<file path="src/rtl/dmem_req_arbiter.sv">
// dmem_req_arbiter
// Shares the MMU data-memory port between the two issue lanes of the
// dual-issue pipeline. Grants one request per cycle (lane 0 first), keeps an
// in-order owner FIFO of in-flight transactions, and routes each response
// back to the lane that issued it. A pipeline flush marks every in-flight
// entry as cancelled so that its response is dropped when it arrives.
module dmem_req_arbiter #(
    parameter int unsigned MAX_OUTSTANDING = 2
) (
    input  logic             clk,
    input  logic             reset,
    input  logic             flush,

    input  logic [1:0]       lane_req,
    input  logic [1:0]       lane_wr,
    input  logic [1:0][1:0]  lane_size,
    input  logic [1:0][31:0] lane_addr,
    input  logic [1:0][31:0] lane_wdata,
    output logic [1:0]       lane_addr_ok,
    output logic [1:0]       lane_data_ok,
    output logic [31:0]      lane_rdata,

    output logic             mmu_req,
    output logic             mmu_wr,
    output logic [1:0]       mmu_size,
    output logic [31:0]      mmu_addr,
    output logic [3:0]       mmu_wstrb,
    output logic [31:0]      mmu_wdata,
    input  logic             mmu_addr_ok,
    input  logic             mmu_data_ok,
    input  logic [31:0]      mmu_rdata
);

    localparam int unsigned PTR_W = (MAX_OUTSTANDING > 1) ? $clog2(MAX_OUTSTANDING) : 1;
    localparam int unsigned CNT_W = PTR_W + 1;
    localparam logic [CNT_W-1:0] FULL_COUNT = CNT_W'(MAX_OUTSTANDING);

    // Owner FIFO: one lane id and one cancel flag per in-flight transaction.
    logic [MAX_OUTSTANDING-1:0] owner_lane;
    logic [MAX_OUTSTANDING-1:0] owner_cancel;
    logic [PTR_W-1:0]           wr_ptr;
    logic [PTR_W-1:0]           rd_ptr;
    logic [CNT_W-1:0]           count;

    logic        fifo_full;
    logic        fifo_empty;
    logic        grant;
    logic        accept;
    logic        pop;
    logic        head_lane;
    logic        head_cancel;
    logic        deliver;

    logic        g_wr;
    logic [1:0]  g_size;
    logic [31:0] g_addr;
    logic [31:0] g_wdata;
    logic [31:0] fmt_wdata;
    logic [3:0]  fmt_strb;

    assign fifo_full  = (count == FULL_COUNT);
    assign fifo_empty = (count == '0);

    // Fixed priority: the older lane wins whenever it is requesting.
    assign grant = ~lane_req[0];

    assign g_wr    = lane_wr[grant];
    assign g_size  = lane_size[grant];
    assign g_addr  = lane_addr[grant];
    assign g_wdata = lane_wdata[grant];

    // Store data is replicated into every byte lane; the strobe picks the
    // bytes actually written. Size 3 falls through to the word case.
    always_comb begin
        fmt_wdata = g_wdata;
        fmt_strb  = 4'hF;
        case (g_size)
            2'd0: begin
                fmt_wdata = {4{g_wdata[7:0]}};
                fmt_strb  = 4'b0001 << g_addr[1:0];
            end
            2'd1: begin
                fmt_wdata = {2{g_wdata[15:0]}};
                fmt_strb  = g_addr[1] ? 4'b1100 : 4'b0011;
            end
            default: begin
                fmt_wdata = g_wdata;
                fmt_strb  = 4'hF;
            end
        endcase
    end

    // Full blocks new requests even when a pop lands in the same cycle.
    assign mmu_req   = (|lane_req) && !fifo_full && !flush && !reset;
    assign mmu_wr    = mmu_req && g_wr;
    assign mmu_size  = g_size;
    assign mmu_addr  = g_addr;
    assign mmu_wstrb = mmu_wr ? fmt_strb : 4'b0000;
    assign mmu_wdata = fmt_wdata;

    assign accept       = mmu_req && mmu_addr_ok;
    assign lane_addr_ok = accept ? (grant ? 2'b10 : 2'b01) : 2'b00;

    // A stray response with nothing outstanding is ignored.
    assign pop         = mmu_data_ok && !fifo_empty && !reset;
    assign head_lane   = owner_lane[rd_ptr];
    assign head_cancel = owner_cancel[rd_ptr];

    // A flush in the same cycle cancels the head being popped as well.
    assign deliver      = pop && !head_cancel && !flush;
    assign lane_data_ok = deliver ? (head_lane ? 2'b10 : 2'b01) : 2'b00;
    assign lane_rdata   = mmu_rdata;

    // Owner FIFO update: push on accept, pop on response, cancel-all on flush.
    always_ff @(posedge clk) begin
        if (reset) begin
            owner_lane   <= '0;
            owner_cancel <= '0;
            wr_ptr       <= '0;
            rd_ptr       <= '0;
            count        <= '0;
        end else begin
            // Pointers are left alone on flush; cancelled entries drain as
            // their responses come back. Accept never coincides with flush.
            if (flush) begin
                owner_cancel <= '1;
            end
            if (accept) begin
                owner_lane[wr_ptr]   <= grant;
                owner_cancel[wr_ptr] <= 1'b0;
                wr_ptr               <= wr_ptr + PTR_W'(1);
            end
            if (pop) begin
                rd_ptr <= rd_ptr + PTR_W'(1);
            end
            case ({accept, pop})
                2'b10:   count <= count + CNT_W'(1);
                2'b01:   count <= count - CNT_W'(1);
                default: count <= count;
            endcase
        end
    end

    // The MMU must only answer transactions that were accepted.
    a_no_stray_response: assert property (
        @(posedge clk) disable iff (reset) !(mmu_data_ok && fifo_empty)
    );

endmodule

</file>
<file path="config.mk">
export PLATFORM = sky130hd
export DESIGN_NAME = dmem_req_arbiter
export DESIGN_NICKNAME = d
export VERILOG_FILES = /design/src/rtl/dmem_req_arbiter.sv
export SDC_FILE = /design/constraint.sdc
export NUM_CORES = 1
export LEC_CHECK = 0
export BUFFER_PORTS_ARGS = -buffer_cell sky130_fd_sc_hd__buf_2
export CORE_AREA = 2 2 108 110
export CTS_BUF_LIST = sky130_fd_sc_hd__clkbuf_16
export CTS_CLUSTER_DIAMETER = 80
export DETAILED_ROUTE_END_ITERATION = 7
export DIE_AREA = 0 0 110 112
export PLACE_DENSITY = 0.6
export SYNTH_ARGS = -nofsm -noshare
export SYNTH_HDL_FRONTEND = slang
export SYNTH_SLANG_ARGS = --single-unit
</file>
<file path="constraint.sdc">
create_clock -name clk -period 1.5 [get_ports clk]
set_input_delay 0.15 -clock clk [delete_from_list [all_inputs] [get_ports clk]]
set_output_delay 0.15 -clock clk [all_outputs]
set_load 0.02 [all_outputs]
</file>
Yosys cells after proc, flatten, opt, wreduce, memory -nomap -nowiden:

Cells that the tools add are included.

* register bits: 8
* bits of input ports: 173
* word-level logic and storage cells: 67

* mux-type cells: 27
* reduce and logical (&&, ||, !) cells: 19
* add/subtract/negate cells: 4
* shift operators: 1
* bitwise gates (word level): 3
* eq/ne operators: 4
* $lt $le $gt $ge: 4

Operators by type and width (count)
* two-way mux 32 bit: 4
* one-hot mux 32 bit (2 select lines): 1
* two-way mux 2 bit: 9
* logical AND 1 bit: 10
* two-way mux 4 bit: 2
* one-hot mux 4 bit (2 select lines): 1
* two-way mux 1 bit: 7
* < comparator 1 x 2 -> 1 bit (second input constant): 3
* logical NOT 1 bit: 5
* == test 2 x 1 -> 1 bit (second input constant): 2
* == test 2 bit (second input constant): 2
* logical NOT 2 bit: 2
* one-hot mux 2 bit (2 select lines): 1
* << shifter 1 x 2 -> 4 bit (first input constant): 1
* adder 1 bit (second input constant): 2
* adder 2 x 1 -> 2 bit (second input constant): 1
* AND 2 bit: 1
* bitwise mux 2 bit: 1
* NOT 2 bit: 1
* nonzero test 2 bit: 1
* OR reduction 2 bit: 1
* subtractor 2 x 1 -> 2 bit (second input constant): 1
* demux 1 bit (select 1 bit): 1
* greater-or-equal comparator 1 bit (second input constant): 1
* NOT 1 bit: 1

Depth between registers and ports, before layout:

* word-level depth: 8
* depth in mapped cells: 7
* depth with buffers taken out: 6

Least setup slack after synthesis:

Ideal clock, no wire load.

* kind: flip-flop to flip-flop
* start point: register count[0]
* end point: register count[1]
* stages on the path, launching flop included: 6
* data required time: 1.429 ns
* setup slack: -0.116 ns
* path buffers: 0
* clock period less this slack: 1.616 ns
* arrival: 1.545 ns
* cells stage by stage: dfxtp_1 o21ai_0 nor2_1 ha_1 or3_1 a21oi_1

* elaborated cells on any way between the ends: 16
* classes of those cells: add/sub: 2; eq/ne: 3; mux: 1; reduce/logical: 10

RTL lines
* from (decl): RTL line 43 `logic [CNT_W-1:0] count;`
* from (signal assigned): RTL line 137 `2'b10: count <= count + CNT_W'(1);`
* from (signal assigned): RTL line 138 `2'b01: count <= count - CNT_W'(1);`
* from (signal assigned): RTL line 139 `default: count <= count;`
* logical NOT 2 bit *: RTL line 62 `assign fifo_empty = (count == '0);`
* logical NOT 1 bit *: RTL line 105 `assign pop = mmu_data_ok && !fifo_empty && !reset;`
* logical AND 1 bit * (2 in series): RTL line 105
* via pop: RTL line 49 `logic pop;`
* == test 2 x 1 -> 1 bit / == test 2 bit (equally long branches): RTL line 136 `case ({accept, pop})`
* one-hot mux 2 bit (2 select lines) / nonzero test 2 bit (equally long branches)

The timed path passes the listed nets; every way through them passes the cells marked *.
A chain may end at the register's enable or synchronous reset.

Worst setup path after layout:

* start point: register count[0]
* end point: output mmu_wstrb[2]

* longest elaborated chain between the ends: 7

RTL lines
* == test 2 bit: RTL line 61 `assign fifo_full = (count == FULL_COUNT);`
* logical NOT 1 bit: RTL line 94 `assign mmu_req = (|lane_req) && !fifo_full && !flush && !reset;`
* logical AND 1 bit (3 in series): RTL line 94
* logical AND 1 bit: RTL line 95 `assign mmu_wr = mmu_req && g_wr;`
* two-way mux 4 bit: RTL line 98 `assign mmu_wstrb = mmu_wr ? fmt_strb : 4'b0000;`
* to (decl): RTL line 27 `output logic [3:0] mmu_wstrb,`

No other way between the ends.

==> impl_metrics.xml <==
<?xml version="1.0" encoding="UTF-8"?>
<metrics>
  <group name="synth">
    <metric name="synth.ff_latch_count" unit="">8</metric>
    <metric name="cell_area_after_synthesis" unit="mm2">0.00191</metric>
    <metric name="synth_top_area_frac" unit="">0.295</metric>
    <metric name="yosysSeqAreaShare" unit="">0.0840</metric>
    <metric name="synth_commonest_cells" unit="">sky130_fd_sc_hd__mux2_2, sky130_fd_sc_hd__buf_4, sky130_fd_sc_hd__mux2i_1</metric>
    <metric name="yosysTopAreaCell" unit="">sky130_fd_sc_hd__mux2_2</metric>
    <metric name="mean_post_synth_cell_area" unit="um2">8.63</metric>
    <metric name="synthesis.yosys.warnings" unit="">0</metric>
    <metric name="syn_inst" unit="">221</metric>
    <metric name="syn-num-nets" unit="">395</metric>
    <metric name="async_s_r_ff_share_synth" unit="">0</metric>
    <metric name="synth.distinct_cells" unit="">42</metric>
    <metric name="yosys-top-cells-area" unit="">sky130_fd_sc_hd__mux2_2, sky130_fd_sc_hd__buf_4, sky130_fd_sc_hd__mux2i_1</metric>
    <metric name="predominant_post_synthesis_flop_cell" unit="">sky130_fd_sc_hd__dfxtp_1</metric>
    <metric name="synth_edf_count" unit="">0</metric>
    <metric name="post-synth-top-count-cell" unit="">sky130_fd_sc_hd__mux2_2</metric>
  </group>
  <group name="power_and_ir_drop">
    <metric name="power.switching_fraction" unit="">0.391</metric>
    <metric name="p_leak" unit="nW">1.73</metric>
    <metric name="power_density" unit="mW/mm2">561</metric>
    <metric name="netSwitchingPower" unit="mW">0.737</metric>
    <metric name="worst_ir_drop_vdd" unit="mV">0.482</metric>
    <metric name="seqPwrFrac" unit="">0.126</metric>
    <metric name="clock_power_share" unit="">0.242</metric>
    <metric name="power_report.internal_total" unit="mW">1.15</metric>
    <metric name="finalPower" unit="mW">1.88</metric>
    <metric name="combinationalPowerShare" unit="">0.632</metric>
  </group>
  <group name="timing">
    <metric name="maxClockFrequency" unit="MHz">668</metric>
    <metric name="max-slew-margin-rel" unit="">0.789</metric>
    <metric name="rsz0062_at_grt" unit="">true</metric>
    <metric name="post-route-min-period" unit="ns">1.50</metric>
    <metric name="finalCritPeriodShare" unit="">0.999</metric>
    <metric name="finalMaxSlewViolations" unit="">0</metric>
    <metric name="timing.setup.tns" unit="ns">0</metric>
    <metric name="finalHoldViolations" unit="">0</metric>
    <metric name="worst-slew-pin-transition" unit="ns">0.317</metric>
    <metric name="final.setup_skew" unit="ns">0.000558</metric>
    <metric name="setup_viol_count_final" unit="">0</metric>
  </group>
  <group name="finish">
    <metric name="drive_above_1_share" unit="">0.773</metric>
    <metric name="finalNetCount" unit="">603</metric>
    <metric name="n_fill_cell" unit="">1200</metric>
    <metric name="flow.area_growth_from_synthesis" unit="%">75.9</metric>
  </group>
  <group name="floorplanning">
    <metric name="die_h" unit="um">112</metric>
    <metric name="die-area" unit="mm2">0.0123</metric>
    <metric name="die_w" unit="um">110</metric>
    <metric name="pin_count" unit="">281</metric>
    <metric name="core_area" unit="mm2">0.0112</metric>
    <metric name="rows" unit="">39</metric>
    <metric name="initial_util" unit="">0.171</metric>
  </group>
  <group name="global_routing">
    <metric name="grt_util_met3" unit="">0.0129</metric>
    <metric name="grt_antenna_before_repair" unit="">1</metric>
    <metric name="grt_pass1_wl" unit="um">12100</metric>
    <metric name="met2_usage" unit="">0.217</metric>
    <metric name="globalRoute.busiestLayer" unit="">met2</metric>
    <metric name="gr-total-overflow" unit="">0</metric>
    <metric name="globalRouteTotalUtil" unit="">0.125</metric>
    <metric name="pin_count_of_the_biggest_net_entering_global_routing" unit="">20</metric>
    <metric name="grt_use_met1" unit="">0.158</metric>
    <metric name="number_of_global_route_vias_before_repair" unit="">2427</metric>
  </group>
  <group name="clocking">
    <metric name="clk_root_buffer_cell" unit="">sky130_fd_sc_hd__clkbuf_16</metric>
    <metric name="cts_buffers" unit="">3</metric>
    <metric name="clk_transition_reported_paths" unit="ns">0.04</metric>
    <metric name="clkLatencyLatePin" unit="ns">0.23</metric>
    <metric name="ctsHtreeMaxLevel" unit="">1</metric>
    <metric name="ctsLongestPathBuffers" unit="">2</metric>
    <metric name="cts.hold.buffers_added" unit="">0</metric>
    <metric name="cts_tree" unit="">yes</metric>
    <metric name="numClockSinks" unit="">8</metric>
  </group>
  <group name="routing">
    <metric name="drt_first_pass_iters" unit="">4</metric>
    <metric name="avgRoutedWirePerCell" unit="um">14.8</metric>
    <metric name="detail_route.vias_per_cell" unit="">4.25</metric>
    <metric name="drt.antenna.violating_nets" unit="">0</metric>
    <metric name="drt_drc_violations_left" unit="">0</metric>
    <metric name="dr.first_iter.drc_count" unit="">80</metric>
    <metric name="via_count" unit="">2428</metric>
    <metric name="detail_route.wirelength" unit="um">8440</metric>
  </group>
  <group name="critical_path">
    <metric name="timing_worst_setup_path_type" unit="">flip-flop to output port</metric>
    <metric name="crit_slowest_cell" unit="">sky130_fd_sc_hd__dfxtp_2</metric>
    <metric name="critPathCaptureType" unit="">output port</metric>
    <metric name="timing.critical_path.cells" unit="">nand2b_4, buf_6, nand4_1, a21oi_1, buf_4</metric>
    <metric name="critPathLaunchType" unit="">flip-flop</metric>
    <metric name="crit_arrival" unit="ns">1.35</metric>
    <metric name="crit_path_max_incr_delay" unit="ns">0.34</metric>
    <metric name="worstPathRequired" unit="ns">1.35</metric>
    <metric name="critical_path_peak_fanout" unit="">5</metric>
  </group>
  <group name="placed_design">
    <metric name="dp_hpwl" unit="um">7120</metric>
    <metric name="place_congestion" unit="">0.785</metric>
    <metric name="io_buffer_count" unit="">216</metric>
  </group>
  <group name="min_path">
    <metric name="worstHoldPathType" unit="">primary input to flip-flop</metric>
  </group>
  <group name="flow_run">
    <metric name="cap_viol_max_count" unit="">0</metric>
  </group>
  <group name="status">
    <metric name="run_status" unit="">finished clean</metric>
  </group>
</metrics>
[layout make-up]
class                      instances  area (um2)  area share
clock buffer                       3        75.1      0.0224
sequential                         8         163      0.0485
timing repair buffer             249        1440       0.430
inverter                           7        26.3     0.00783
antenna                            1        2.50    0.000746
multi-input combinational        160        1470       0.438
tap                              143         179      0.0533
[metrics by stage]
stage	area (um2)	setup WS (ns)	instances	utilization	hold WS, ns
2_1_floorplan	1920	-0.0321	221	-	0.265
3_3_place_gp	3100	-0.0825	563	0.277	0.300
3_5_place_dp	3100	-0.121	563	0.277	0.300
4_1_cts	3240	-0.00339	568	0.290	0.137
5_1_grt	3350	-0.0675	571	0.300	0.152
6_report	3350	0.00220	571	0.300	0.141
[flip-flops by register name, summed over array words and instances (netlist names)]
name          cells
owner_lane        2
wr_ptr            1
rd_ptr            1
owner_cancel      2
count             2
[worst max-delay path: cells and delay by family (launching register included)]
| kind | cells | cell delay (ns) |
|---|---|---|
| buf+inv | 2 | 0.27 |
| compound gates | 1 | 0.20 |
| simple gates | 2 | 0.31 |
| flops | 1 | 0.34 |
[cells in the final DEF (no fill, tap or decap), drive strengths merged, types with 3 or more instances in the layout]
cell and n:
clkbuf 3, nor2b 4, o221ai 10, o21ai 12
inv 7, nor3 4, mux2 54, nor2 15
buf 249, dfxtp 8, a21oi 13, mux2i 21
[timing repair]
action	CTS	global route
gates cloned	1	0
buffers inserted	1	2
gates resized for setup	16	26
pin swaps	0	5
setup endpoints to repair	23	22
[layer usage]
layer | share of wire | vias up
li1 | - | 1203
met1 | 0.41 | 1091
met2 | 0.50 | 111
met3 | 0.067 | 23
met4 | 0.024 | 0
met5 | 0 | -
[power groups by stage]
stage               sequential (mW)  clock, mW  combinational (mW)
floorplan                     0.240          0               0.752
global placement              0.240          0                1.11
detailed placement            0.240          0                1.12
CTS                           0.237      0.469                1.16
global route                  0.240      0.474                1.28
finish                        0.238      0.455                1.19
[logic make-up after synthesis]
logic type	share of synthesized area
flip-flops	0.0840
multiplexers	0.431
XOR/XNOR	0.0138
AO/OA/AOI/OAI	0.163
buffers and inverters	0.188
adder cells (fa/ha/maj)	0.00656
AND/OR/NAND/NOR	0.113
[worst paths after layout]
kind                                 startpoint              end  slack (ns)  cells after the start
worst max register to register         count[0]         count[1]        0.02                      5
worst min register to register  owner_cancel[1]  owner_cancel[1]        0.49                      2
worst max-delay path                   count[0]     mmu_wstrb[2]       0.002                      5
worst min-delay path                      reset  owner_cancel[1]        0.14                      2
(Power assumes the default switching activity.)
